<file path="src/rtl/spike_arb_pkg.sv">
// rtl/spike_arb_pkg.sv - shared constants and event type for the spike event arbiter
//
// Purpose: arbitration mode encodings, default field widths and the spike
// event record. The widths here are the defaults. Modules take their own
// width parameters and override these defaults where needed.
package spike_arb_pkg;

  localparam logic ARB_MODE_RR    = 1'b0;
  localparam logic ARB_MODE_FIXED = 1'b1;

  localparam int DEF_NEURON_ID_W = 4;
  localparam int DEF_TS_W        = 8;

  typedef struct packed {
    logic [DEF_NEURON_ID_W-1:0] id;
    logic [DEF_TS_W-1:0]        ts;
  } spike_event_t;

endpackage

</file>
<file path="src/rtl/spike_event_fifo.sv">
// rtl/spike_event_fifo.sv - synchronous spike event FIFO with registered head
//
// Purpose: buffers granted {id, ts} events between the arbiter and the router.
// The head fields come straight from flops, so they stay stable while the
// entry waits for downstream acceptance.
// Ports:
//   clk, rst         clock, synchronous active-high reset
//   push_i, push_*_i write one event (ignored when full)
//   pop_i            drop the head event (ignored when empty)
//   head_id_o/ts_o   registered head event fields
//   count_o          current occupancy, 0..DEPTH
module spike_event_fifo #(
  parameter int ID_W  = 4,
  parameter int TS_W  = 8,
  parameter int DEPTH = 4
) (
  input  logic                     clk,
  input  logic                     rst,
  input  logic                     push_i,
  input  logic [ID_W-1:0]          push_id_i,
  input  logic [TS_W-1:0]          push_ts_i,
  input  logic                     pop_i,
  output logic [ID_W-1:0]          head_id_o,
  output logic [TS_W-1:0]          head_ts_o,
  output logic [$clog2(DEPTH):0]   count_o
);

  localparam int AW = $clog2(DEPTH);

  logic [ID_W-1:0] id_mem_q [DEPTH];
  logic [TS_W-1:0] ts_mem_q [DEPTH];
  logic [AW-1:0]   wr_ptr_q, rd_ptr_q, rd_nxt;
  logic [AW:0]     count_q, count_d;
  logic [ID_W-1:0] head_id_q, head_id_d;
  logic [TS_W-1:0] head_ts_q, head_ts_d;
  logic            do_push, do_pop;

  assign do_pop  = pop_i && (count_q != '0);
  assign do_push = push_i && (count_q != (AW+1)'(DEPTH));
  assign rd_nxt  = rd_ptr_q + AW'(1);

  always_comb begin
    count_d   = count_q;
    head_id_d = head_id_q;
    head_ts_d = head_ts_q;
    case ({do_push, do_pop})
      2'b10:   count_d = count_q + (AW+1)'(1);
      2'b01:   count_d = count_q - (AW+1)'(1);
      default: count_d = count_q;
    endcase
    // The head register is reloaded when the current head leaves, or when
    // an event lands in an empty FIFO. With one entry left and a push in the
    // same cycle, the incoming event becomes the head directly.
    if (do_pop) begin
      if (count_q == (AW+1)'(1)) begin
        if (do_push) begin
          head_id_d = push_id_i;
          head_ts_d = push_ts_i;
        end
      end else begin
        head_id_d = id_mem_q[rd_nxt];
        head_ts_d = ts_mem_q[rd_nxt];
      end
    end else if (do_push && (count_q == '0)) begin
      head_id_d = push_id_i;
      head_ts_d = push_ts_i;
    end
  end

  always_ff @(posedge clk) begin
    if (do_push) begin
      id_mem_q[wr_ptr_q] <= push_id_i;
      ts_mem_q[wr_ptr_q] <= push_ts_i;
    end
  end

  always_ff @(posedge clk) begin
    if (rst) begin
      wr_ptr_q  <= '0;
      rd_ptr_q  <= '0;
      count_q   <= '0;
      head_id_q <= '0;
      head_ts_q <= '0;
    end else begin
      if (do_push) wr_ptr_q <= wr_ptr_q + AW'(1);
      if (do_pop)  rd_ptr_q <= rd_nxt;
      count_q   <= count_d;
      head_id_q <= head_id_d;
      head_ts_q <= head_ts_d;
    end
  end

  assign head_id_o = head_id_q;
  assign head_ts_o = head_ts_q;
  assign count_o   = count_q;

endmodule

</file>
<file path="src/rtl/spike_event_arbiter.sv">
// rtl/spike_event_arbiter.sv - round-robin / fixed-priority spike request arbiter
//
// Purpose: picks one requesting neuron per cycle and tags the grant with the
// current timestep. The tagged event is pushed into an output FIFO.
// Ports:
//   clk, rst        clock, synchronous active-high reset
//   mode            0 round-robin, 1 fixed priority (lowest index wins)
//   timestep_tick   advance cur_ts (wraps)
//   req_valid       per-neuron request, held until granted
//   req_grant       one-hot combinational grant
//   spike_valid/id/ts, spike_ready   output event stream (FIFO head)
//   fifo_level      FIFO occupancy
//   cur_ts          current timestep counter
module spike_event_arbiter
  import spike_arb_pkg::*;
#(
  parameter int NUM_NEURONS = 16,
  parameter int NEURON_ID_W = DEF_NEURON_ID_W,
  parameter int TS_W        = DEF_TS_W,
  parameter int FIFO_DEPTH  = 4
) (
  input  logic                          clk,
  input  logic                          rst,
  input  logic                          mode,
  input  logic                          timestep_tick,
  input  logic [NUM_NEURONS-1:0]        req_valid,
  output logic [NUM_NEURONS-1:0]        req_grant,
  output logic                          spike_valid,
  output logic [NEURON_ID_W-1:0]        spike_id,
  output logic [TS_W-1:0]               spike_ts,
  input  logic                          spike_ready,
  output logic [$clog2(FIFO_DEPTH):0]   fifo_level,
  output logic [TS_W-1:0]               cur_ts
);

  localparam int LW = $clog2(FIFO_DEPTH) + 1;

  logic [NEURON_ID_W-1:0] rr_ptr_q, rr_ptr_d;
  logic [TS_W-1:0]        cur_ts_q, cur_ts_d;
  logic                   can_push;
  logic                   grant_any;
  logic [NEURON_ID_W-1:0] grant_idx;
  logic [NEURON_ID_W:0]   cand;

  // A pop in the same cycle does not free a slot; this keeps spike_ready
  // out of the grant path.
  assign can_push = (fifo_level < LW'(FIFO_DEPTH));

  always_comb begin
    grant_any = 1'b0;
    grant_idx = '0;
    req_grant = '0;
    cand      = '0;
    if (!rst && can_push) begin
      if (mode == ARB_MODE_FIXED) begin
        // Descending scan: the last hit is the lowest requesting index.
        for (int i = NUM_NEURONS - 1; i >= 0; i--) begin
          if (req_valid[i]) begin
            grant_any = 1'b1;
            grant_idx = NEURON_ID_W'(i);
          end
        end
      end else begin
        // Offsets are scanned from NUM_NEURONS down to 1, so the final hit is
        // the first requester after rr_ptr. rr_ptr + k < 2*NUM_NEURONS, so one
        // conditional subtract wraps the index into 0..NUM_NEURONS-1.
        for (int k = NUM_NEURONS; k >= 1; k--) begin
          cand = {1'b0, rr_ptr_q} + (NEURON_ID_W+1)'(k);
          if (cand >= (NEURON_ID_W+1)'(NUM_NEURONS)) begin
            cand = cand - (NEURON_ID_W+1)'(NUM_NEURONS);
          end
          if (req_valid[cand[NEURON_ID_W-1:0]]) begin
            grant_any = 1'b1;
            grant_idx = cand[NEURON_ID_W-1:0];
          end
        end
      end
      if (grant_any) req_grant[grant_idx] = 1'b1;
    end
  end

  // rr_ptr follows every winner, so a switch back to round-robin resumes
  // after whoever won last in fixed mode.
  assign rr_ptr_d = grant_any ? grant_idx : rr_ptr_q;
  assign cur_ts_d = timestep_tick ? cur_ts_q + TS_W'(1) : cur_ts_q;

  always_ff @(posedge clk) begin
    if (rst) begin
      rr_ptr_q <= NEURON_ID_W'(NUM_NEURONS - 1);
      cur_ts_q <= '0;
    end else begin
      rr_ptr_q <= rr_ptr_d;
      cur_ts_q <= cur_ts_d;
    end
  end

  spike_event_fifo #(
    .ID_W  (NEURON_ID_W),
    .TS_W  (TS_W),
    .DEPTH (FIFO_DEPTH)
  ) u_fifo (
    .clk       (clk),
    .rst       (rst),
    .push_i    (grant_any),
    .push_id_i (grant_idx),
    .push_ts_i (cur_ts_q),
    .pop_i     (spike_ready),
    .head_id_o (spike_id),
    .head_ts_o (spike_ts),
    .count_o   (fifo_level)
  );

  assign spike_valid = (fifo_level != '0);
  assign cur_ts      = cur_ts_q;

endmodule

</file>
<file path="config.mk">
export PLATFORM = sky130hd
export DESIGN_NAME = spike_event_arbiter
export DESIGN_NICKNAME = d
export VERILOG_FILES = /design/src/rtl/spike_arb_pkg.sv /design/src/rtl/spike_event_fifo.sv /design/src/rtl/spike_event_arbiter.sv
export SDC_FILE = /design/constraint.sdc
export NUM_CORES = 1
export LEC_CHECK = 0
export BUFFER_PORTS_ARGS = -buffer_cell sky130_fd_sc_hd__buf_2
export CORE_ASPECT_RATIO = 1.5
export CORE_MARGIN = 2
export CORE_UTILIZATION = 40
export DETAILED_ROUTE_END_ITERATION = 16
export PLACE_DENSITY = 0.67
export SLEW_MARGIN = 20
export SYNTH_ARGS = -nofsm -noshare
export SYNTH_HDL_FRONTEND = slang
export SYNTH_SLANG_ARGS = --single-unit
export TNS_END_PERCENT = 30
</file>
<file path="constraint.sdc">
create_clock -name clk -period 15.95 [get_ports clk]
set_input_delay 2.3925 -clock clk [delete_from_list [all_inputs] [get_ports clk]]
set_output_delay 2.3925 -clock clk [all_outputs]
set_load 0.01 [all_outputs]
</file>
=== After elaboration in Yosys (flattened, before gate mapping) ===
Memories as Yosys holds them, arrays and structs flattened.
Cells that the tools add are included.

* Register bits after elaboration: 31
* Latch bits: 0
* Memory bits (writable): 48
* ROM bits: 0
* Bits of input ports: 21
* Output and inout bits: 40
* Memories: 2

{| class="wikitable"
|+ Memories
! name !! words !! bits a word !! read ports !! clocked after Yosys merged registers in !! write ports !! RTL line !! text
|-
| u_fifo.ts_mem_q || 4 || 8 || 1 || 0 || 1 || spike_event_fifo.sv:31 || <nowiki>logic [TS_W-1:0] ts_mem_q [DEPTH];</nowiki>
|-
| u_fifo.id_mem_q || 4 || 4 || 1 || 0 || 1 || spike_event_fifo.sv:30 || <nowiki>logic [ID_W-1:0] id_mem_q [DEPTH];</nowiki>
|}

* Add/subtract/negate cells: 37
* Multiply operators: 0
* Div/mod/pow operators: 0
* Order comparisons: 35
* Equal/unequal tests: 5
* Shift-type cells: 0
* Mux-type cells: 165
* Bitwise logic cells: 0
* Reduce and logical (&&, ||, !) cells: 11

{| class="wikitable"
|+ Operator list
! cell !! count
|-
| $mux W4 || 87
|-
| $lt A4 B5 Y1 const B || 17
|-
| $ge A5 B5 Y1 const B || 16
|-
| $bmux W1 S4 || 16
|-
| $sub A4 B1 Y4 const B || 16
|-
| $mux W1 || 54
|-
| $add A4 B4 Y5 const B || 8
|-
| $mux W16 || 2
|-
| $mux W8 || 4
|-
| $add A4 B3 Y5 const B || 4
|-
| $add A4 B2 Y5 const B || 2
|-
| $add A8 B1 Y8 const B || 1
|-
| $pmux W3 S2 || 1
|-
| $add A4 B1 Y5 const B || 1
|-
| $add A4 B5 Y5 const B || 1
|-
| $logic_and A1 B1 Y1 || 5
|-
| $add A2 B1 Y2 const B || 2
|-
| $demux W1 S4 || 1
|-
| $ge A4 B1 Y1 const B || 1
|-
| $reduce_bool A2 Y1 || 2
|-
| $add A3 B1 Y3 const B || 1
|-
| $eq A3 B1 Y1 const B || 1
|-
| $logic_not A3 Y1 || 1
|-
| $lt A3 B3 Y1 const B || 1
|-
| 8 further kinds || 8
|}

=== Depth between registers and ports, before layout ===
Gate-level depths: netlist of the first run.

* Word-level depth: 31
* Mapped depth: 18
* Mapped depth without buffers: 12

=== Hierarchy ===
From an unflattened synthesis of the first run, not the netlist that was laid out.

* Cell total of the unflattened synthesis: 579
* Area total of the unflattened synthesis: 5960.7 um^2

{| class="wikitable"
|+ Modules (own cells, without submodules)
! module !! instances !! cells an instance !! area each (um^2) !! seq. area each (um^2)
|-
| spike_event_arbiter || 1 || 391 || 3069.2 || 240.2
|-
| spike_event_fifo || 1 || 188 || 2891.5 || 1821.7
|}

=== Worst setup path after synthesis of the first run ===
No wires, ideal clock.

* Kind: input to output
* From: in req_valid[14]
* To: out req_grant[2]
* Arrival: 5.448 ns
* Data required time: 13.558 ns
* Slack: 8.110 ns
* Stages on the path: 9
* Path buffers: 1
* Path through: clkbuf_1 -> mux4_1 -> mux4_2 -> a2111o_1 -> a2111o_1 -> a311oi_2 -> o31ai_2 -> nor3_2 -> nor4bb_1

* Word-level cells in the longest chain between the ends: 26
* Elaborated cells on any way between the ends: 105
* Classes of those cells: 2 x order compare; 102 x mux; 1 x reduce/logical

{| class="wikitable"
|+ RTL lines
! item !! RTL line !! text
|-
| from (decl) || spike_event_arbiter.sv:26 || <nowiki>input logic [NUM_NEURONS-1:0] req_valid,</nowiki>
|-
| $bmux W1 S4 || spike_event_arbiter.sv:72 || <nowiki>if (req_valid[cand[NEURON_ID_W-1:0]]) begin</nowiki>
|-
| $mux W1 (implied by the code) || spike_event_arbiter.sv:72 ||
|-
| $mux W4 (16 in a row) || spike_event_arbiter.sv:72 ||
|-
| $mux W4 || spike_event_arbiter.sv:55 || <nowiki>if (mode == ARB_MODE_FIXED) begin</nowiki>
|-
| $mux W4 || spike_event_arbiter.sv:54 || <nowiki>if (!rst && can_push) begin</nowiki>
|-
| $lt A4 B5 Y1 (implied by the code) or $ge A4 B1 Y1 (tied branches) || spike_event_arbiter.sv:78 || <nowiki>if (grant_any) req_grant[grant_idx] = 1'b1;</nowiki>
|-
| $logic_and A1 B1 Y1 (implied by the code) || spike_event_arbiter.sv:78 ||
|-
| $mux W1 (implied by the code) || spike_event_arbiter.sv:78 ||
|-
| $demux W1 S4 || spike_event_arbiter.sv:78 ||
|-
| $mux W16 (*) || spike_event_arbiter.sv:78 ||
|-
| $mux W16 (*) || spike_event_arbiter.sv:54 ||
|-
| to (decl) || spike_event_arbiter.sv:27 || <nowiki>output logic [NUM_NEURONS-1:0] req_grant,</nowiki>
|}

Mark *: on every way between the ends. The rest lies on a longest branch, timed or not. The select of a mux whose other input is x is not followed.

=== Final worst setup path of the first run ===
* From: in req_valid[6]
* To: out req_grant[9]

Same word-level chain as after synthesis.

==> impl_metrics.prom, run 1 <==
# TYPE chip_impl_metric gauge
chip_impl_info{name="status",value="completed"} 1
chip_impl_metric{name="initial_utilization",unit=""} 0.408
chip_impl_metric{name="synth-seq-area-share",unit=""} 0.337
chip_impl_metric{name="max-cap-violations",unit=""} 0
chip_impl_metric{name="detailedRoute.firstPassIterationCount",unit=""} 5
chip_impl_metric{name="worst-endpoint-arrival",unit="ns"} 6.20
chip_impl_metric{name="via_count_of_the_first_global_routing_pass",unit=""} 5362
chip_impl_info{name="critPathKind",value="input pin to output pin"} 1
chip_impl_metric{name="grt_first_pass_wirelength",unit="um"} 29900
chip_impl_metric{name="cpPeakStageDelay",unit="ns"} 0.76
chip_impl_metric{name="routabilityCongestion",unit=""} 1.01
chip_impl_info{name="worst_path_max_delay_cell",value="sky130_fd_sc_hd__o31ai_2"} 1
chip_impl_metric{name="number_of_hold_violations_in_the_final_report",unit=""} 0
chip_impl_info{name="ys_top_cells_by_area",value="sky130_fd_sc_hd__edfxtp_1 24%, sky130_fd_sc_hd__mux4_2 11%, sky130_fd_sc_hd__dfxtp_1 10%, sky130_fd_sc_hd__mux2i_1 5.2%, sky130_fd_sc_hd__mux4_1 4.3%"} 1
chip_impl_metric{name="route.final.wire_length",unit="um"} 19300
chip_impl_metric{name="max-clock-path-buffers",unit=""} 2
chip_impl_metric{name="power_density",unit="nW/um^2"} 222
chip_impl_metric{name="die-height",unit="um"} 156
chip_impl_info{name="cts_tree",value="built"} 1
chip_impl_metric{name="setup_viol_count_final",unit=""} 0
chip_impl_metric{name="drtAntennaViolNets",unit=""} 0
chip_impl_metric{name="fmaxAchievable",unit="MHz"} 116
chip_impl_metric{name="wire_per_inst",unit="um"} 22.9
chip_impl_metric{name="final_nets",unit=""} 677
chip_impl_metric{name="synth-compound-area-share",unit=""} 0.165
chip_impl_info{name="critical-path-top-delay-family",value="multiplexers"} 1
chip_impl_metric{name="antenna_violations_before_repair",unit=""} 0
chip_impl_metric{name="crit_path_max_fanout",unit=""} 11
chip_impl_metric{name="pin_count",unit=""} 61
chip_impl_metric{name="die_width",unit="um"} 105
chip_impl_metric{name="yosys.area.top_type_share",unit=""} 0.235
chip_impl_metric{name="dpl.hpwl",unit="um"} 14600
chip_impl_metric{name="insertion_delay",unit="ns"} 0.34
chip_impl_info{name="holdCritPathClass",value="register to register"} 1
chip_impl_metric{name="post-route-period-util",unit=""} 0.539
chip_impl_metric{name="rows",unit=""} 55
chip_impl_metric{name="cts-buffers-inserted",unit=""} 9
chip_impl_metric{name="worstPathBufferInverterCount",unit=""} 2
chip_impl_info{name="worstSetupEndpointType",value="output pin"} 1
chip_impl_info{name="critical_path_start_type",value="input pin"} 1
chip_impl_metric{name="place.port_buffers",unit=""} 60
chip_impl_metric{name="drive_gt1_frac",unit=""} 0.217
chip_impl_metric{name="route.detailed.drc",unit=""} 0
chip_impl_metric{name="clock-sinks",unit=""} 79
chip_impl_info{name="rsz0062_at_grt",value="false"} 1
chip_impl_metric{name="synth.cell_area",unit="um^2"} 6120
chip_impl_metric{name="hold_buffers",unit=""} 0
chip_impl_metric{name="yosys-mux-area-fraction",unit=""} 0.224
chip_impl_metric{name="ys_ff_latch",unit=""} 79
chip_impl_metric{name="htree_num_levels",unit=""} 3
chip_impl_metric{name="synth_fa_ha_area_frac",unit=""} 0.0347
chip_impl_metric{name="net_count_after_synthesis",unit=""} 641
chip_impl_metric{name="syn-instance-count",unit=""} 603
chip_impl_metric{name="power.total",unit="mW"} 1.51
chip_impl_metric{name="slew_headroom",unit=""} 0.343
chip_impl_metric{name="average_cell_area_after_synthesis",unit="um^2"} 10.2
chip_impl_metric{name="drt_iter0_markers",unit=""} 295
chip_impl_metric{name="fp.coreArea",unit="um^2"} 15000
chip_impl_metric{name="largest_net_degree_at_the_start_of_global_routing",unit=""} 36
chip_impl_metric{name="postSynth.asyncResetShare",unit=""} 0
chip_impl_metric{name="yosys_warnings",unit=""} 0
chip_impl_info{name="synth_top_cell_by_area",value="sky130_fd_sc_hd__edfxtp_1"} 1
chip_impl_metric{name="final_period_minus_worst_setup_slack",unit="ns"} 8.59
chip_impl_info{name="layout_commonest_cell",value="sky130_fd_sc_hd__nor2_1"} 1
chip_impl_metric{name="least_margin_pin_slew",unit="ns"} 0.986
chip_impl_metric{name="synth-edff-count",unit=""} 48
chip_impl_metric{name="clock_skew",unit="ns"} 0.00618
chip_impl_info{name="synth_top_family_by_area",value="multiplexers"} 1
chip_impl_metric{name="syn_to_final_growth",unit="%"} 11.5
chip_impl_metric{name="global_route.overflow_total",unit=""} 0
chip_impl_metric{name="routed-via-count",unit=""} 5362
chip_impl_metric{name="report.final.slew_viol_count",unit=""} 0
chip_impl_metric{name="cp.required",unit="ns"} 13.56
chip_impl_metric{name="fillerInstances",unit=""} 1465
chip_impl_metric{name="die_area",unit="um^2"} 16300
chip_impl_metric{name="antenna_cells_inserted",unit=""} 0
chip_impl_info{name="root_buffer",value="sky130_fd_sc_hd__clkbuf_16"} 1
chip_impl_metric{name="yosysUniqueCellTypes",unit=""} 82
chip_impl_metric{name="static-leakage-power",unit="nW"} 2.68
chip_impl_metric{name="vdd_drop_max",unit="mV"} 0.103
chip_impl_info{name="crit_chain",value="buf_2 -> mux4_1 -> mux4_1 -> nor2_1 -> o311a_1 -> a211oi_1 -> o31ai_2 -> o21ai_1 -> nor4_1 -> buf_2"} 1
chip_impl_metric{name="clk_pin_slew",unit="ns"} 0.06
chip_impl_metric{name="xor_xnor_share_of_the_synthesized_area",unit=""} 0.0339
chip_impl_info{name="ys.flop_type",value="sky130_fd_sc_hd__edfxtp_1"} 1
chip_impl_metric{name="timing.setup.tns",unit="ns"} 0
chip_impl_metric{name="number_of_vias_per_cell_after_detailed_routing",unit=""} 6.36
chip_impl_metric{name="post_cts.repair.setup_buffers",unit=""} 0
chip_impl_metric{name="grt_use_total",unit=""} 0.237
chip_impl_info{name="final_cell_mix",value="61 x sky130_fd_sc_hd__nor2_1, 60 x sky130_fd_sc_hd__buf_2, 54 x sky130_fd_sc_hd__nand2_1"} 1
chip_impl_metric{name="synth-simple-area-share",unit=""} 0.154
chip_impl_metric{name="postCtsResizedCells",unit=""} 0
[final cells by class]
cell class                      count  area (um^2)  area share
Clock buffer                       11          243      0.0356
Inverter                           28          105      0.0154
Tap cell                          199          249      0.0365
Clock inverter                      5         33.8     0.00495
Timing Repair Buffer               70          375      0.0550
Multi-Input combinational cell    451         3760       0.551
Sequential cell                    79         2060       0.302
[logic make-up after synthesis]
group / after synthesis
DFF: 79
muxes: 82
adders and majority gates: 17
and+or+nand+nor: 189
xor gates and xnor gates: 22
buffers and inverters: 73
AOI/OAI and AO/OA: 141
[where the power goes]
part           total (mW)  switching (mW)  leakage [nW]  internal (mW)
Combinational        1.04           0.655          1.84          0.382
Sequential          0.289          0.0273         0.708          0.262
Clock               0.187          0.0777         0.132          0.109
Total                1.51           0.760          2.68          0.753
[routing by layer]
metal	vias up	track usage	part of all wire
met5	-	0	0
met1	2652	0.247	0.34
met4	0	0.177	0.073
met2	236	0.437	0.54
li1	2396	-	-
met3	78	0.0242	0.050
[path summary, 6_finish.rpt]
path	from	slack [ns]	endpoint	depth (start not counted)
worst min register to register	rr_ptr_q[3]	0.48	rr_ptr_q[3]	1
worst max-delay path	req_valid[6]	7.36	req_grant[9]	10
worst max register to register	rr_ptr_q[1]	10.12	u_fifo.count_o[2]	11
worst min-delay path	rr_ptr_q[3]	0.48	rr_ptr_q[3]	1
[cell usage after synthesis, types with 6 or more instances]
| library cell | instances |
|---|---|
| sky130_fd_sc_hd__o21ai_0 | 23 |
| sky130_fd_sc_hd__and3_1 | 7 |
| sky130_fd_sc_hd__edfxtp_1 | 48 |
| sky130_fd_sc_hd__a21oi_1 | 25 |
| sky130_fd_sc_hd__a311oi_1 | 8 |
| sky130_fd_sc_hd__dfxtp_1 | 31 |
| sky130_fd_sc_hd__mux2_2 | 9 |
| sky130_fd_sc_hd__nor3_1 | 6 |
| sky130_fd_sc_hd__mux4_2 | 30 |
| sky130_fd_sc_hd__clkbuf_1 | 26 |
| sky130_fd_sc_hd__mux4_1 | 10 |
| sky130_fd_sc_hd__xor2_1 | 9 |
| sky130_fd_sc_hd__xnor2_1 | 11 |
| sky130_fd_sc_hd__a211o_1 | 7 |
| sky130_fd_sc_hd__nand2_1 | 54 |
| sky130_fd_sc_hd__nor4_1 | 10 |
| sky130_fd_sc_hd__nor2_1 | 61 |
| sky130_fd_sc_hd__ha_1 | 17 |
| sky130_fd_sc_hd__a31oi_1 | 6 |
| sky130_fd_sc_hd__inv_1 | 27 |
| sky130_fd_sc_hd__mux2i_1 | 32 |
| sky130_fd_sc_hd__buf_2 | 11 |
[sequential cells by signal, summed over array words and instances, names as in the netlist]
| signal | flops |
|---|---|
| cur_ts | 8 |
| u_fifo.head_id_o | 4 |
| u_fifo.rd_ptr_q | 2 |
| rr_ptr_q | 4 |
| u_fifo.head_ts_o | 8 |
| u_fifo.id_mem_q | 16 |
| u_fifo.ts_mem_q | 32 |
| u_fifo.wr_ptr_q | 2 |
| u_fifo.count_o | 3 |
[through the flow]
| step | instances | hold slack (ns) | instance area (um^2) | setup WS, ns | utilization |
|---|---|---|---|---|---|
| after detailed placement | 827 | 0.469 | 6540 | 7.40 | 0.436 |
| after CTS | 843 | 0.482 | 6820 | 7.38 | 0.454 |
| after global routing | 843 | 0.508 | 6830 | 7.03 | 0.455 |
| after floorplan | 603 | 0.518 | 6120 | 8.11 | - |
| after global placement | 827 | 0.481 | 6540 | 7.42 | 0.436 |
| final | 843 | 0.483 | 6830 | 7.36 | 0.455 |
[worst reg2reg max path, delay by kind of cell, from the launching register on]
family | cells | cell delay (ns)
AO/OA/AOI/OAI | 3 | 1.20
adder cells (fa/ha/maj) | 2 | 1.53
buffers and inverters | 2 | 0.85
flip-flops | 1 | 0.30
multiplexers | 1 | 0.64
AND/OR/NAND/NOR | 3 | 1.22
No activity file was read; power rests on OpenSTA's default activity.
==> inputs of run 2 (changes only) <==
ABC_AREA = 1   (was default)
clock period = 8.45 ns   (was 15.95 ns; I/O delays follow)
==> impl_metrics.prom, run 2 <==
# TYPE chip_impl_metric gauge
chip_impl_metric{name="power_density",unit="nW/um^2"} 407
chip_impl_metric{name="detail_route.wirelength.met1",unit="um"} 5250
chip_impl_metric{name="final_nets",unit=""} 839
chip_impl_metric{name="syn_to_final_growth",unit="%"} 13.4
chip_impl_metric{name="net_count_after_synthesis",unit=""} 787
chip_impl_metric{name="yosys.area.top_type_share",unit=""} 0.275
chip_impl_info{name="layout_commonest_cell",value="sky130_fd_sc_hd__nand2_1"} 1
chip_impl_info{name="holdCritPathClass",value="register to register"} 1
chip_impl_info{name="post-synth-top-count-cell",value="sky130_fd_sc_hd__nand2_1"} 1
chip_impl_metric{name="rows",unit=""} 51
chip_impl_info{name="top_signal_layer_used",value="met4"} 1
chip_impl_metric{name="die_width",unit="um"} 97.4
chip_impl_metric{name="synth.cell_area",unit="um^2"} 5240
chip_impl_metric{name="wire_per_inst",unit="um"} 14.2
chip_impl_metric{name="route.met2.wl",unit="um"} 7260
chip_impl_info{name="worstSetupEndpointType",value="output pin"} 1
chip_impl_info{name="ys_top_cells_by_area",value="sky130_fd_sc_hd__edfxtp_1 28%, sky130_fd_sc_hd__nand2_1 17%, sky130_fd_sc_hd__dfxtp_1 12%, sky130_fd_sc_hd__nand3_1 6.3%, sky130_fd_sc_hd__a21oi_1 5.8%"} 1
chip_impl_metric{name="routabilityCongestion",unit=""} 0.932
chip_impl_metric{name="number_of_vias_per_cell_after_detailed_routing",unit=""} 5.11
chip_impl_metric{name="worst-r2r-cell-count",unit=""} 32
chip_impl_metric{name="synth_fa_ha_area_frac",unit=""} 0.0406
chip_impl_metric{name="static-leakage-power",unit="nW"} 2.85
chip_impl_metric{name="routed-via-count",unit=""} 4929
chip_impl_metric{name="met3RoutedLength",unit="um"} 526
chip_impl_metric{name="place.port_buffers",unit=""} 60
chip_impl_metric{name="largest_register_ff_count",unit=""} 32
chip_impl_metric{name="vdd_drop_max",unit="mV"} 0.227
chip_impl_metric{name="drt_iter0_markers",unit=""} 189
chip_impl_metric{name="drive_gt1_frac",unit=""} 0.158
chip_impl_info{name="status",value="completed"} 1
chip_impl_metric{name="report.final.slew_viol_count",unit=""} 0
chip_impl_info{name="largest_registers",value="u_fifo.ts_mem_q (32), u_fifo.id_mem_q (16)"} 1
chip_impl_info{name="registers.top_by_ff_count",value="u_fifo.ts_mem_q"} 1
chip_impl_metric{name="htree_num_levels",unit=""} 3
chip_impl_metric{name="least_margin_pin_slew",unit="ns"} 1.05
chip_impl_metric{name="antenna_violations_before_repair",unit=""} 0
chip_impl_info{name="ys.flop_type",value="sky130_fd_sc_hd__edfxtp_1"} 1
chip_impl_metric{name="route.detailed.drc",unit=""} 0
chip_impl_metric{name="ys_ff_latch",unit=""} 79
chip_impl_info{name="final_cell_mix",value="236 x sky130_fd_sc_hd__nand2_1, 72 x sky130_fd_sc_hd__inv_1, 66 x sky130_fd_sc_hd__nand3_1"} 1
chip_impl_metric{name="postCtsResizedCells",unit=""} 0
chip_impl_metric{name="max-cap-violations",unit=""} 0
chip_impl_metric{name="postSynth.asyncResetShare",unit=""} 0
chip_impl_info{name="synth_top_cell_by_area",value="sky130_fd_sc_hd__edfxtp_1"} 1
chip_impl_info{name="cts_tree",value="built"} 1
chip_impl_metric{name="synth-compound-area-share",unit=""} 0.148
chip_impl_info{name="root_buffer",value="sky130_fd_sc_hd__clkbuf_16"} 1
chip_impl_metric{name="average_cell_area_after_synthesis",unit="um^2"} 6.99
chip_impl_metric{name="yosys_warnings",unit=""} 0
chip_impl_metric{name="route.final.wire_length",unit="um"} 13700
chip_impl_metric{name="fillerInstances",unit=""} 1329
chip_impl_metric{name="global_route.overflow_total",unit=""} 0
chip_impl_metric{name="dp.cells",unit=""} 949
chip_impl_metric{name="die-height",unit="um"} 144
chip_impl_metric{name="slew_headroom",unit=""} 0.300
chip_impl_metric{name="crit_path_max_fanout",unit=""} 26
chip_impl_metric{name="die_area",unit="um^2"} 14000
chip_impl_metric{name="cts-buffers-inserted",unit=""} 9
chip_impl_metric{name="largest_net_degree_at_the_start_of_global_routing",unit=""} 27
chip_impl_metric{name="grt_first_pass_wirelength",unit="um"} 22500
chip_impl_metric{name="fp.coreArea",unit="um^2"} 12900
chip_impl_info{name="worst_path_max_delay_cell",value="sky130_fd_sc_hd__dfxtp_1"} 1
chip_impl_metric{name="final_period_minus_worst_setup_slack",unit="ns"} 6.15
chip_impl_metric{name="clock-sinks",unit=""} 79
chip_impl_info{name="ys_top_cells_by_count",value="236 x sky130_fd_sc_hd__nand2_1, 72 x sky130_fd_sc_hd__inv_1, 66 x sky130_fd_sc_hd__nand3_1"} 1
chip_impl_info{name="critPathKind",value="register to output pin"} 1
chip_impl_metric{name="hold_buffers",unit=""} 0
chip_impl_metric{name="hold_path_depth",unit=""} 2
chip_impl_metric{name="xor_xnor_share_of_the_synthesized_area",unit=""} 0.0162
chip_impl_metric{name="layoutNonFillerInstCount",unit=""} 965
chip_impl_metric{name="drtAntennaViolNets",unit=""} 0
chip_impl_metric{name="timing.setup.tns",unit="ns"} 0
chip_impl_metric{name="dpl_cell_area",unit="um^2"} 5640
chip_impl_metric{name="clk_pin_slew",unit="ns"} 0.06
chip_impl_info{name="rsz0062_at_grt",value="false"} 1
chip_impl_metric{name="multi_input_area",unit="um^2"} 2730
chip_impl_metric{name="synth-edff-count",unit=""} 48
chip_impl_metric{name="syn-instance-count",unit=""} 749
chip_impl_metric{name="synth-seq-area-share",unit=""} 0.394
chip_impl_metric{name="initial_utilization",unit=""} 0.406
chip_impl_metric{name="post-route-period-util",unit=""} 0.728
chip_impl_metric{name="dpl.hpwl",unit="um"} 10400
chip_impl_metric{name="clock_skew",unit="ns"} 0.00539
chip_impl_metric{name="setup_viol_count_final",unit=""} 0
chip_impl_info{name="critical_path_start_type",value="register"} 1
chip_impl_info{name="synth_top_family_by_area",value="simple AND/OR/NAND/NOR gates"} 1
chip_impl_metric{name="yosys-mux-area-fraction",unit=""} 0
chip_impl_metric{name="cpPeakStageDelay",unit="ns"} 0.84
chip_impl_metric{name="yosysUniqueCellTypes",unit=""} 38
chip_impl_metric{name="detailedRoute.firstPassIterationCount",unit=""} 5
chip_impl_metric{name="antenna_cells_inserted",unit=""} 0
chip_impl_metric{name="post_cts.repair.setup_buffers",unit=""} 0
chip_impl_metric{name="number_of_hold_violations_in_the_final_report",unit=""} 0
chip_impl_metric{name="fmaxAchievable",unit="MHz"} 162
chip_impl_metric{name="synth-simple-area-share",unit=""} 0.315
chip_impl_metric{name="cp.required",unit="ns"} 7.18
chip_impl_metric{name="insertion_delay",unit="ns"} 0.33
chip_impl_info{name="cpMostUsedCell",value="sky130_fd_sc_hd__nand2_1"} 1
chip_impl_metric{name="worst-endpoint-arrival",unit="ns"} 4.89
chip_impl_metric{name="via_count_of_the_first_global_routing_pass",unit=""} 4725
chip_impl_metric{name="pin_count",unit=""} 61
chip_impl_metric{name="regArea",unit="um^2"} 2060
chip_impl_metric{name="max-clock-path-buffers",unit=""} 2
chip_impl_metric{name="grt_use_total",unit=""} 0.199
chip_impl_metric{name="final_area",unit="um^2"} 5940
==> run 2: cell count changes after synthesis, moves of 19 or more <==
| cell | delta |
|---|---|
| sky130_fd_sc_hd__mux2i_1 | -32 |
| sky130_fd_sc_hd__mux4_2 | -30 |
| sky130_fd_sc_hd__inv_2 | +19 |
| sky130_fd_sc_hd__nand2_1 | +182 |
| sky130_fd_sc_hd__inv_1 | +45 |
| sky130_fd_sc_hd__a21oi_1 | +36 |
| sky130_fd_sc_hd__nand3_1 | +62 |
==> run 2: per-stage QoR <==
step / utilization / setup slack [ns] / hold WS, ns / power, mW
floorplan: - / 4.12 / 0.490 / 1.67
global placement: 0.438 / 2.77 / 0.455 / 2.03
detailed placement: 0.438 / 2.74 / 0.453 / 2.03
CTS: 0.461 / 2.37 / 0.462 / 2.41
global route: 0.461 / 1.76 / 0.490 / 2.64
finish: 0.461 / 2.30 / 0.461 / 2.42
==> run 2: layer usage <==
layer  GRT usage  vias to the layer above
met2       0.386                      126
met5           0                        -
li1            -                     2559
met3      0.0300                       38
met1       0.202                     2206
met4       0.110                        0
==> run 2: logic make-up (layout without fill, tap and decap cells) <==
logic type	after synthesis	count (layout)
DFF	79	79
xor gates and xnor gates	8	8
and+or+nand+nor	393	393
adders and majority gates	17	17
buffers and inverters	113	170
AOI/OAI and AO/OA	139	139
==> run 2: layout make-up <==
cell class	count	area share
timing repair buffer	61	0.0518
sequential	79	0.347
tap	159	0.0335
clock buffer	12	0.0415
inverter	93	0.0587
clock inverter	4	0.00800
multi-input combinational	557	0.459
==> run 2: path summary, 6_finish.rpt <==
kind / from / to / slack [ns]
hold / removal: u_fifo.head_id_o[0] / u_fifo.head_id_o[0] / 0.46
setup / recovery: rr_ptr_q[0] / req_grant[8] / 2.30
setup reg to reg: rr_ptr_q[0] / u_fifo.head_id_o[3] / 3.96
hold reg to reg: u_fifo.head_id_o[0] / u_fifo.head_id_o[0] / 0.46
==> run 2: critical path, delay by kind of cell (launching register included) <==
kind                     cells  cell delay [ns]
buffers and inverters        4             0.98
adder cells (fa/ha/maj)      1             0.66
AND/OR/NAND/NOR             28             2.02
flip-flops                   1             0.84
==> run 2: where the power goes <==
part	total [mW]	leakage (nW)	internal, mW	switching, mW
Sequential	0.553	0.708	0.487	0.0662
Combinational	1.48	2.00	0.465	1.02
Clock	0.378	0.143	0.236	0.142
==> inputs of run 3 (changes only) <==
PLACE_DENSITY = 0.69   (was 0.67)
clock period = 5.3 ns   (was 8.45 ns; I/O delays follow)
==> impl_metrics.prom, run 3 (synthesized netlist as in run 2, its figures left out) <==
# TYPE chip_impl_metric gauge
chip_impl_metric{name="number_of_hold_violations_in_the_final_report",unit=""} 0
chip_impl_metric{name="worstPathBufferInverterCount",unit=""} 4
chip_impl_metric{name="cts-buffers-inserted",unit=""} 9
chip_impl_info{name="largest_registers",value="u_fifo.ts_mem_q (32), u_fifo.id_mem_q (16)"} 1
chip_impl_metric{name="least_margin_pin_slew",unit="ns"} 1.09
chip_impl_metric{name="largest_net_degree_at_the_start_of_global_routing",unit=""} 26
chip_impl_metric{name="dpl.hpwl",unit="um"} 11200
chip_impl_metric{name="number_of_vias_per_cell_after_detailed_routing",unit=""} 5.20
chip_impl_metric{name="layoutNonFillerInstCount",unit=""} 970
chip_impl_metric{name="cpPeakStageDelay",unit="ns"} 0.36
chip_impl_metric{name="drive_gt1_frac",unit=""} 0.163
chip_impl_info{name="holdCritStartpoint",value="u_fifo.head_id_o[2]"} 1
chip_impl_metric{name="timing.setup.tns",unit="ns"} 0
chip_impl_metric{name="drt_iter0_markers",unit=""} 259
chip_impl_metric{name="grt_use_total",unit=""} 0.208
chip_impl_metric{name="postCtsResizedCells",unit=""} 0
chip_impl_metric{name="setup_viol_count_final",unit=""} 0
chip_impl_metric{name="initial_utilization",unit=""} 0.406
chip_impl_metric{name="die_width",unit="um"} 97.4
chip_impl_metric{name="fp.coreArea",unit="um^2"} 12900
chip_impl_metric{name="clk_pin_slew",unit="ns"} 0.05
chip_impl_metric{name="regArea",unit="um^2"} 2060
chip_impl_metric{name="pin_count",unit=""} 61
chip_impl_metric{name="power_density",unit="nW/um^2"} 659
chip_impl_info{name="root_buffer",value="sky130_fd_sc_hd__clkbuf_16"} 1
chip_impl_metric{name="fillerInstances",unit=""} 1318
chip_impl_metric{name="insertion_delay",unit="ns"} 0.33
chip_impl_info{name="final_cell_mix",value="236 x sky130_fd_sc_hd__nand2_1, 72 x sky130_fd_sc_hd__inv_1, 66 x sky130_fd_sc_hd__nand3_1"} 1
chip_impl_info{name="r2r_start",value="rr_ptr_q[1]"} 1
chip_impl_metric{name="die-height",unit="um"} 144
chip_impl_metric{name="dp.cells",unit=""} 954
chip_impl_metric{name="htree_num_levels",unit=""} 3
chip_impl_info{name="worstSetupEndpointType",value="output pin"} 1
chip_impl_metric{name="post-route-period-util",unit=""} 0.916
chip_impl_info{name="worst_path_max_delay_cell",value="sky130_fd_sc_hd__inv_1"} 1
chip_impl_metric{name="cp.required",unit="ns"} 4.51
chip_impl_metric{name="route.detailed.drc",unit=""} 0
chip_impl_metric{name="max-clock-path-buffers",unit=""} 2
chip_impl_info{name="critical-path-top-delay-family",value="simple AND/OR/NAND/NOR gates"} 1
chip_impl_info{name="rsz0062_at_grt",value="false"} 1
chip_impl_metric{name="slew_headroom",unit=""} 0.272
chip_impl_metric{name="grt_first_pass_wirelength",unit="um"} 23100
chip_impl_metric{name="fmaxAchievable",unit="MHz"} 206
chip_impl_info{name="critPathLaunch",value="rr_ptr_q[1]"} 1
chip_impl_metric{name="wire_per_inst",unit="um"} 15.0
chip_impl_metric{name="syn_to_final_growth",unit="%"} 14.3
chip_impl_info{name="cpMostUsedCell",value="sky130_fd_sc_hd__nand2_1"} 1
chip_impl_metric{name="max-cap-violations",unit=""} 0
chip_impl_metric{name="multi_input_area",unit="um^2"} 2730
chip_impl_metric{name="antenna_cells_inserted",unit=""} 0
chip_impl_info{name="layout_commonest_cell",value="sky130_fd_sc_hd__nand2_1"} 1
chip_impl_metric{name="clock-sinks",unit=""} 79
chip_impl_metric{name="drtAntennaViolNets",unit=""} 0
chip_impl_metric{name="clock_skew",unit="ns"} 0.00624
chip_impl_info{name="critical_path_start_type",value="register"} 1
chip_impl_metric{name="detailedRoute.firstPassIterationCount",unit=""} 5
chip_impl_metric{name="place.port_buffers",unit=""} 60
chip_impl_metric{name="final_nets",unit=""} 844
chip_impl_metric{name="via_count_of_the_first_global_routing_pass",unit=""} 4578
chip_impl_metric{name="rows",unit=""} 51
chip_impl_metric{name="worst-endpoint-arrival",unit="ns"} 4.06
chip_impl_metric{name="power.total",unit="mW"} 3.95
chip_impl_metric{name="routabilityCongestion",unit=""} 1.04
chip_impl_metric{name="final_period_minus_worst_setup_slack",unit="ns"} 4.85
chip_impl_metric{name="vdd_drop_max",unit="mV"} 0.366
chip_impl_info{name="holdCritPathClass",value="register to register"} 1
chip_impl_info{name="status",value="completed"} 1
chip_impl_metric{name="die_area",unit="um^2"} 14000
chip_impl_info{name="registers.top_by_ff_count",value="u_fifo.ts_mem_q"} 1
chip_impl_metric{name="route.final.wire_length",unit="um"} 14500
chip_impl_metric{name="crit_path_max_fanout",unit=""} 16
chip_impl_metric{name="largest_register_ff_count",unit=""} 32
chip_impl_metric{name="global_route.overflow_total",unit=""} 0
chip_impl_metric{name="routed-via-count",unit=""} 5044
chip_impl_info{name="critPathKind",value="register to output pin"} 1
chip_impl_metric{name="hold_buffers",unit=""} 0
chip_impl_metric{name="report.final.slew_viol_count",unit=""} 0
chip_impl_metric{name="static-leakage-power",unit="nW"} 2.88
chip_impl_metric{name="antenna_violations_before_repair",unit=""} 0
chip_impl_metric{name="post_cts.repair.setup_buffers",unit=""} 0
chip_impl_info{name="cts_tree",value="built"} 1
==> run 3: cell count changes in the layout (fill, tap and decap cells not counted) <==
cell,change
sky130_fd_sc_hd__clkinv_2,-1
sky130_fd_sc_hd__clkbuf_8,+1
sky130_fd_sc_hd__buf_4,+5
==> run 3: final timing paths <==
check / to / slack, ns / depth (start not counted)
max: req_grant[0] / 0.45 / 32
min: u_fifo.head_id_o[2] / 0.46 / 2
max reg2reg: u_fifo.id_mem_q[2][3] / 1.76 / 30
min reg2reg: u_fifo.head_id_o[2] / 0.46 / 2
==> run 3: final cells by class <==
class	count	area share
multi-input combinational	557	0.456
sequential	79	0.344
inverter	93	0.0583
timing repair buffer	66	0.0577
clock buffer	13	0.0435
tap	159	0.0332
clock inverter	3	0.00710
==> run 3: layer usage <==
layer / track usage / wire (um) / up-vias
met5: 0 / 0 / -
met4: 0.145 / 977 / 0
met3: 0.0285 / 740 / 54
met2: 0.360 / 7050 / 177
met1: 0.239 / 5760 / 2245
li1: - / - / 2568
==> run 3: worst register-to-register path: cells and delay by family (launching register included) <==
kind / cells / cell delay (ns)
buf+inv: 3 / 0.68
flops: 1 / 0.32
simple gates: 26 / 2.00
fa+ha+maj: 1 / 0.31
==> run 3: through the flow <==
step	util	area, um^2	setup slack [ns]	hold slack [ns]
2_1_floorplan	-	5240	1.44	0.490
6_report	0.465	5990	0.445	0.462
4_1_cts	0.464	5980	0.514	0.463
3_3_place_gp	0.440	5680	0.938	0.451
5_1_grt	0.465	5990	0.108	0.491
3_5_place_dp	0.440	5680	0.886	0.454
==> run 3: power by group <==
group	internal, mW	switching [mW]	total (mW)	leakage [nW]
combinational	0.759	1.73	2.49	2.02
clock	0.389	0.222	0.611	0.146
sequential	0.776	0.0677	0.844	0.708
